$ cat src/rtl/decode_id_pkg.sv
// Shared definitions for the instruction-decode stage: opcodes, instruction
// field positions, control-bundle layout and small field-extraction helpers.
package decode_id_pkg;

    localparam int INSTR_W = 32;
    localparam int OPC_W   = 6;
    localparam int FIELD_W = 5;
    localparam int IMM_W   = 16;

    localparam int OPC_LSB = 26;
    localparam int RS_LSB  = 21;
    localparam int RT_LSB  = 16;
    localparam int RD_LSB  = 11;
    localparam int IMM_LSB = 0;

    localparam int WB_W = 2;
    localparam int M_W  = 3;
    localparam int EX_W = 4;

    localparam logic [OPC_W-1:0] OP_RTYPE = 6'h00;
    localparam logic [OPC_W-1:0] OP_LW    = 6'h23;
    localparam logic [OPC_W-1:0] OP_SW    = 6'h2B;
    localparam logic [OPC_W-1:0] OP_BEQ   = 6'h04;

    // wb = {RegWrite, MemtoReg}, m = {Branch, MemRead, MemWrite},
    // ex = {RegDst, ALUOp[1:0], ALUSrc}
    typedef struct packed {
        logic [WB_W-1:0] wb;
        logic [M_W-1:0]  m;
        logic [EX_W-1:0] ex;
    } ctrl_t;

    localparam ctrl_t CTRL_NOP = '{wb: 2'b00, m: 3'b000, ex: 4'b0000};

    function automatic logic [OPC_W-1:0] get_opcode(input logic [INSTR_W-1:0] instr);
        return instr[OPC_LSB +: OPC_W];
    endfunction

    function automatic logic [FIELD_W-1:0] get_rs(input logic [INSTR_W-1:0] instr);
        return instr[RS_LSB +: FIELD_W];
    endfunction

    function automatic logic [FIELD_W-1:0] get_rt(input logic [INSTR_W-1:0] instr);
        return instr[RT_LSB +: FIELD_W];
    endfunction

    function automatic logic [FIELD_W-1:0] get_rd(input logic [INSTR_W-1:0] instr);
        return instr[RD_LSB +: FIELD_W];
    endfunction

    function automatic logic [IMM_W-1:0] get_imm(input logic [INSTR_W-1:0] instr);
        return instr[IMM_LSB +: IMM_W];
    endfunction

endpackage

$ cat src/rtl/decode_id_control_unit.sv
// Opcode to control-bundle decode; purely combinational.
module decode_id_control_unit
    import decode_id_pkg::*;
(
    input  logic [OPC_W-1:0] opcode,
    output ctrl_t            ctrl
);

    always_comb begin
        ctrl = CTRL_NOP;
        case (opcode)
            OP_RTYPE: ctrl = '{wb: 2'b10, m: 3'b000, ex: 4'b1100};
            OP_LW:    ctrl = '{wb: 2'b11, m: 3'b010, ex: 4'b0001};
            OP_SW:    ctrl = '{wb: 2'b00, m: 3'b001, ex: 4'b0001};
            OP_BEQ:   ctrl = '{wb: 2'b00, m: 3'b100, ex: 4'b0010};
            default:  ctrl = CTRL_NOP;
        endcase
    end

endmodule

$ cat src/rtl/decode_id_regfile.sv
// Register file with hard-wired zero at index 0, asynchronous clear and
// write-through bypass so a same-cycle writeback is visible to decode.
module decode_id_regfile #(
    parameter int DATA_W     = 32,
    parameter int REG_ADDR_W = 5
) (
    input  logic                  clk,
    input  logic                  rst,
    input  logic                  we,
    input  logic [REG_ADDR_W-1:0] waddr,
    input  logic [DATA_W-1:0]     wdata,
    input  logic [REG_ADDR_W-1:0] raddr1,
    input  logic [REG_ADDR_W-1:0] raddr2,
    output logic [DATA_W-1:0]     rdata1,
    output logic [DATA_W-1:0]     rdata2
);

    localparam int NREG = 1 << REG_ADDR_W;

    logic [DATA_W-1:0] mem_q [NREG];
    logic [DATA_W-1:0] mem_d [NREG];
    logic              wr_en;

    assign wr_en = we && (waddr != '0);

    always_comb begin
        mem_d = mem_q;
        if (wr_en) begin
            mem_d[waddr] = wdata;
        end
        mem_d[0] = '0;
    end

    always_ff @(posedge clk or negedge rst) begin
        if (!rst) begin
            for (int i = 0; i < NREG; i++) begin
                mem_q[i] <= '0;
            end
        end else begin
            mem_q <= mem_d;
        end
    end

    always_comb begin
        rdata1 = mem_q[raddr1];
        if (raddr1 == '0) begin
            rdata1 = '0;
        end else if (wr_en && (waddr == raddr1)) begin
            rdata1 = wdata;
        end
    end

    always_comb begin
        rdata2 = mem_q[raddr2];
        if (raddr2 == '0) begin
            rdata2 = '0;
        end else if (wr_en && (waddr == raddr2)) begin
            rdata2 = wdata;
        end
    end

endmodule

$ cat src/rtl/decode_id.sv
// Instruction-decode stage: splits the IF/ID instruction, decodes controls,
// reads operands, sign-extends the immediate and registers all into ID/EX.
module decode_id
    import decode_id_pkg::*;
#(
    parameter int DATA_W     = 32,
    parameter int REG_ADDR_W = 5
) (
    input  logic                  clk,
    input  logic                  rst,
    input  logic [INSTR_W-1:0]    if_id_instr,
    input  logic [DATA_W-1:0]     if_id_npc,
    input  logic                  ex_mem_pc_src,
    input  logic                  wb_reg_write,
    input  logic [REG_ADDR_W-1:0] wb_write_reg,
    input  logic [DATA_W-1:0]     wb_write_data,
    output logic [WB_W-1:0]       id_ex_wb,
    output logic [M_W-1:0]        id_ex_m,
    output logic [EX_W-1:0]       id_ex_ex,
    output logic [DATA_W-1:0]     id_ex_npc,
    output logic [DATA_W-1:0]     id_ex_readdat1,
    output logic [DATA_W-1:0]     id_ex_readdat2,
    output logic [DATA_W-1:0]     id_ex_sign_ext,
    output logic [REG_ADDR_W-1:0] id_ex_instr_2016,
    output logic [REG_ADDR_W-1:0] id_ex_instr_1511,
    output logic                  id_ex_valid
);

    logic [OPC_W-1:0]      opcode;
    logic [REG_ADDR_W-1:0] rs;
    logic [REG_ADDR_W-1:0] rt;
    logic [REG_ADDR_W-1:0] rd;
    logic [IMM_W-1:0]      imm;
    ctrl_t                 ctrl;
    logic [DATA_W-1:0]     rdata1;
    logic [DATA_W-1:0]     rdata2;

    assign opcode = get_opcode(if_id_instr);
    assign rs     = get_rs(if_id_instr);
    assign rt     = get_rt(if_id_instr);
    assign rd     = get_rd(if_id_instr);
    assign imm    = get_imm(if_id_instr);

    decode_id_control_unit u_control_unit (
        .opcode (opcode),
        .ctrl   (ctrl)
    );

    decode_id_regfile #(
        .DATA_W     (DATA_W),
        .REG_ADDR_W (REG_ADDR_W)
    ) u_regfile (
        .clk    (clk),
        .rst    (rst),
        .we     (wb_reg_write),
        .waddr  (wb_write_reg),
        .wdata  (wb_write_data),
        .raddr1 (rs),
        .raddr2 (rt),
        .rdata1 (rdata1),
        .rdata2 (rdata2)
    );

    logic [WB_W-1:0]       wb_d,    wb_q;
    logic [M_W-1:0]        m_d,     m_q;
    logic [EX_W-1:0]       ex_d,    ex_q;
    logic [DATA_W-1:0]     npc_d,   npc_q;
    logic [DATA_W-1:0]     rd1_d,   rd1_q;
    logic [DATA_W-1:0]     rd2_d,   rd2_q;
    logic [DATA_W-1:0]     sext_d,  sext_q;
    logic [REG_ADDR_W-1:0] rt_d,    rt_q;
    logic [REG_ADDR_W-1:0] rd_d,    rd_q;
    logic                  valid_d, valid_q;

    // A taken branch squashes the instruction in decode; the regfile write
    // port is independent of this and still commits.
    always_comb begin
        wb_d    = ctrl.wb;
        m_d     = ctrl.m;
        ex_d    = ctrl.ex;
        npc_d   = if_id_npc;
        rd1_d   = rdata1;
        rd2_d   = rdata2;
        sext_d  = {{(DATA_W-IMM_W){imm[IMM_W-1]}}, imm};
        rt_d    = rt;
        rd_d    = rd;
        valid_d = 1'b1;
        if (ex_mem_pc_src) begin
            wb_d    = '0;
            m_d     = '0;
            ex_d    = '0;
            npc_d   = '0;
            rd1_d   = '0;
            rd2_d   = '0;
            sext_d  = '0;
            rt_d    = '0;
            rd_d    = '0;
            valid_d = 1'b0;
        end
    end

    always_ff @(posedge clk or negedge rst) begin
        if (!rst) begin
            wb_q    <= '0;
            m_q     <= '0;
            ex_q    <= '0;
            npc_q   <= '0;
            rd1_q   <= '0;
            rd2_q   <= '0;
            sext_q  <= '0;
            rt_q    <= '0;
            rd_q    <= '0;
            valid_q <= 1'b0;
        end else begin
            wb_q    <= wb_d;
            m_q     <= m_d;
            ex_q    <= ex_d;
            npc_q   <= npc_d;
            rd1_q   <= rd1_d;
            rd2_q   <= rd2_d;
            sext_q  <= sext_d;
            rt_q    <= rt_d;
            rd_q    <= rd_d;
            valid_q <= valid_d;
        end
    end

    assign id_ex_wb         = wb_q;
    assign id_ex_m          = m_q;
    assign id_ex_ex         = ex_q;
    assign id_ex_npc        = npc_q;
    assign id_ex_readdat1   = rd1_q;
    assign id_ex_readdat2   = rd2_q;
    assign id_ex_sign_ext   = sext_q;
    assign id_ex_instr_2016 = rt_q;
    assign id_ex_instr_1511 = rd_q;
    assign id_ex_valid      = valid_q;

endmodule

$ cat config.mk
export PLATFORM = sky130hd
export DESIGN_NAME = decode_id
export DESIGN_NICKNAME = d
export VERILOG_FILES = /design/src/rtl/decode_id_pkg.sv /design/src/rtl/decode_id_control_unit.sv /design/src/rtl/decode_id_regfile.sv /design/src/rtl/decode_id.sv
export SDC_FILE = /design/constraint.sdc
export NUM_CORES = 2
export LEC_CHECK = 0
export BUFFER_PORTS_ARGS = -buffer_cell sky130_fd_sc_hd__buf_2
export CAP_MARGIN = 20
export CORE_UTILIZATION = 30
export CTS_CLUSTER_DIAMETER = 80
export DETAILED_ROUTE_END_ITERATION = 10
export SYNTH_ARGS = -nofsm -noshare
export SYNTH_HDL_FRONTEND = slang
export SYNTH_SLANG_ARGS = --single-unit
$ cat constraint.sdc
create_clock -name clk -period 3.8 [get_ports clk]
set_input_delay 0.19 -clock clk [delete_from_list [all_inputs] [get_ports clk]]
set_output_delay 0.19 -clock clk [all_outputs]
set_load 0.05 [all_outputs]
==> impl_results.md <==
* Status: completed
* Final setup viols at 0
* Antenna violations before repair at 14
* Final ANT Viol Nets at 0
* # DRC at 0
* Vias after detailed routing at 37,959
* Setup_tns at 0 ns
* CTS buffer count at between 100 and 150
* VDD IR max at 441.5 uV
* Worst-margin pin slew at approximately 1.2 ns
* CP Class: in2reg
* Via density per instance at 5.631
* Worst skew pair latency at 0.78 ns
* Crit path arrival time at between 3 and 4 ns
* Most common cell after layout, fill and taps aside: dfrtp_1
* Die Wd at 440 um
* Required time worst endpoint at about 4.5 ns
* Final Core Density at 35.39%
* Clock root buffer: clkbuf_16
* Crit end category: register
* Placer congestion estimate at 0.8617
* Max Cap Viol at 0
* Setup crit start kind: input pin
* FP Rows at 160
* Min-Delay Path Class: in2reg
* Top cells by area, synth: dfrtp_1 49%, mux2_2 21%, mux4_2 17%
* Fin cells at 6,741
* Slew Limit Headroom at approximately a fifth
* Hold Fails Final Rpt at 0
* Post-Syn Area at about 58,000 um2
* DRT Pass-1 Iters at 5
* WL final at between 200,000 and 250,000 um
* H-tree depth at 3
* GR Util All Layers at 20.61%
* Reg clk slew, reported paths at 0.06 ns
* Fmax at 363.4 MHz
* Final clock skew at 0.04228 ns
* Layout area overhead at 17.06%
* Post-synth EDFFs at 0
* Yosys Warn Count at 0
* Post-Syn Instances at 3,874
* RR Startpoint: u_regfile.mem_q[527]
* Seq cells post-synth at 1,116
* Final #Nets at 4,230
* Final slew viol count at 0
* PwrDens at 521.2 nW/um2
* 1st-iter DRT viols at 3,791
* Starting Density at slightly above 30%
* I/O pins at 253
* CTS sink count at around 1,100
* Start point of the critical path: if_id_instr[17]
* PortBufs at 252
* Top cell type's share of synthesized area at just under 50%
* Placed Cells incl. Taps at between 6,000 and 7,000
* Core Box Area at 190,400 um2
* Fraction of final layout cells sized beyond drive strength 1 at around half
* Hold Slack at between 0.04 and 0.05 ns
* Sequential area share after synthesis at 48.52%
* Largest net degree at the start of global routing at around 130
* Hold Path Origin: if_id_instr[18]
* Final HPWL DP at ~130,000 um
* Top_reg_cell synth: dfrtp_1
* CTS tree: yes
* Mean Syn Cell Area at 14.86 um2
* Synth cell types at 57
* Max clock buf depth at 3
* Die Ht at 440 um
* DR WL/cell at 29.71 um
* CP Max Fanout at 48
* RSZ-0062 raised after global routing: false
* Post-route minimum period at 2.752 ns
* Most frequent cells in the layout: 1,116 x dfrtp_1, 1,061 x mux2_2, 444 x mux4_2, 244 x buf_2, 129 x dlygate4sd3_1
* Congestion Overflow GR at 0
* First-pass GRT wire length at ~290,000 um
* Yosys top cell by area: dfrtp_1
* Mapped Nets at approximately 4,000
* Asr flop ratio synth at 100.0%
* Leakage at between 0.02 and 0.03 uW
* Die area at 193,600 um2
* Period utilisation layout at 72.41%
* Filler instances at 18,086
* Vias in the first global route at 39,158
-- layer usage --
layer | wire [um] | track usage, % | share of wire (%)
met1 | 80760 | 26.61 | 40
met2 | 96920 | 33.73 | 48
met3 | 12250 | 3.106 | 6.1
met4 | 10300 | 10.11 | 5.1
met5 | 27 | 0 | 0.013
-- where the power goes --
group          switching, uW  total, uW  leakage (uW)  internal [uW]
sequential              1650      15700        0.0143          14100
combinational           3190       7210        0.0127           4020
clock                   5090      12200       0.00203           7100
total                   9930      35100        0.0291          25200
-- final timing paths --
check | end | slack [ns] | cells after the start
min in group asynchronous | u_regfile.mem_q[606] | 0.07 | 2
worst max-delay path | id_ex_readdat2[2] | 1.05 | 9
max in group asynchronous | u_regfile.mem_q[812] | 2.44 | 3
worst max register to register | id_ex_readdat2[15] | 1.76 | 5
worst min-delay path | id_ex_instr_2016[2] | 0.04 | 2
worst min register to register | u_regfile.mem_q[775] | 0.51 | 1
-- critical path, cell delays in order --
cell	delay, ns
dlygate4sd3_1	0.57
buf_8	0.41
nor2b_4	0.62
buf_4	0.31
a221oi_1	0.11
nor3_1	0.54
a21oi_1	0.16
a211oi_1	0.26
buf_4	0.13
-- cell usage after synthesis (all sizes together) (20+ instances only) --
master	instances
a211oi	34
a21oi	44
a221oi	63
a22o	30
a22oi	73
buf	263
clkbuf	165
dfrtp	1116
mux2	1066
mux2i	76
mux4	444
nand2	62
nor2	115
nor2b	67
nor3	42
o21ai	59
o22a	20
-- layout make-up --
type                    instances  area [um2]  area share [%]
flip-flops and latches       1116       27930           41.45
multi-input cells            2322       27570           40.92
clock inverters                42       500.5          0.7428
clock buffers                 181        3583           5.319
repair buffers                556        4607           6.838
inverters                       8       30.03         0.04457
diodes                          5       12.51         0.01857
well taps                    2511        3142           4.663
-- flip-flops by register name (all words and copies together) (netlist names), 2 cells and up --
register / flops
id_ex_instr_1511: 4
id_ex_ex: 3
id_ex_m: 2
id_ex_sign_ext: 12
id_ex_instr_2016: 5
u_regfile.mem_q: 992
id_ex_readdat1: 32
id_ex_npc: 32
id_ex_readdat2: 32
-- per-stage QoR --
stage          setup WS [ns]  total power, uW  instance area, um2
2_1_floorplan          1.942            20600               57550
3_3_place_gp          0.7878            22700               61960
3_5_place_dp          0.8265            22950               61990
4_1_cts                1.097            35250               67360
5_1_grt               0.9778            36480               67370
6_report               1.048            35120               67370
-- cells by family (layout without fill, tap and decap cells) --
group / Yosys count / in the layout / share of synthesized area, %
muxes: 1586 / 1586 / 39.55
DFF: 1116 / 1116 / 48.52
buffers and inverters: 436 / 787 / 3.970
AOI/OAI and AO/OA: 389 / 389 / 4.918
and+or+nand+nor: 337 / 337 / 2.885
xor gates and xnor gates: 10 / 10 / 0.1522
other: 0 / 5 / 0
-- what timing repair did --
action	in CTS	in global routing
setup buffers	0	0
endpoints found under the hold margin	136	0
gates resized for setup	0	0
endpoints found under the setup margin	0	0
hold buffers	129	0
(Power assumes the default switching activity.)
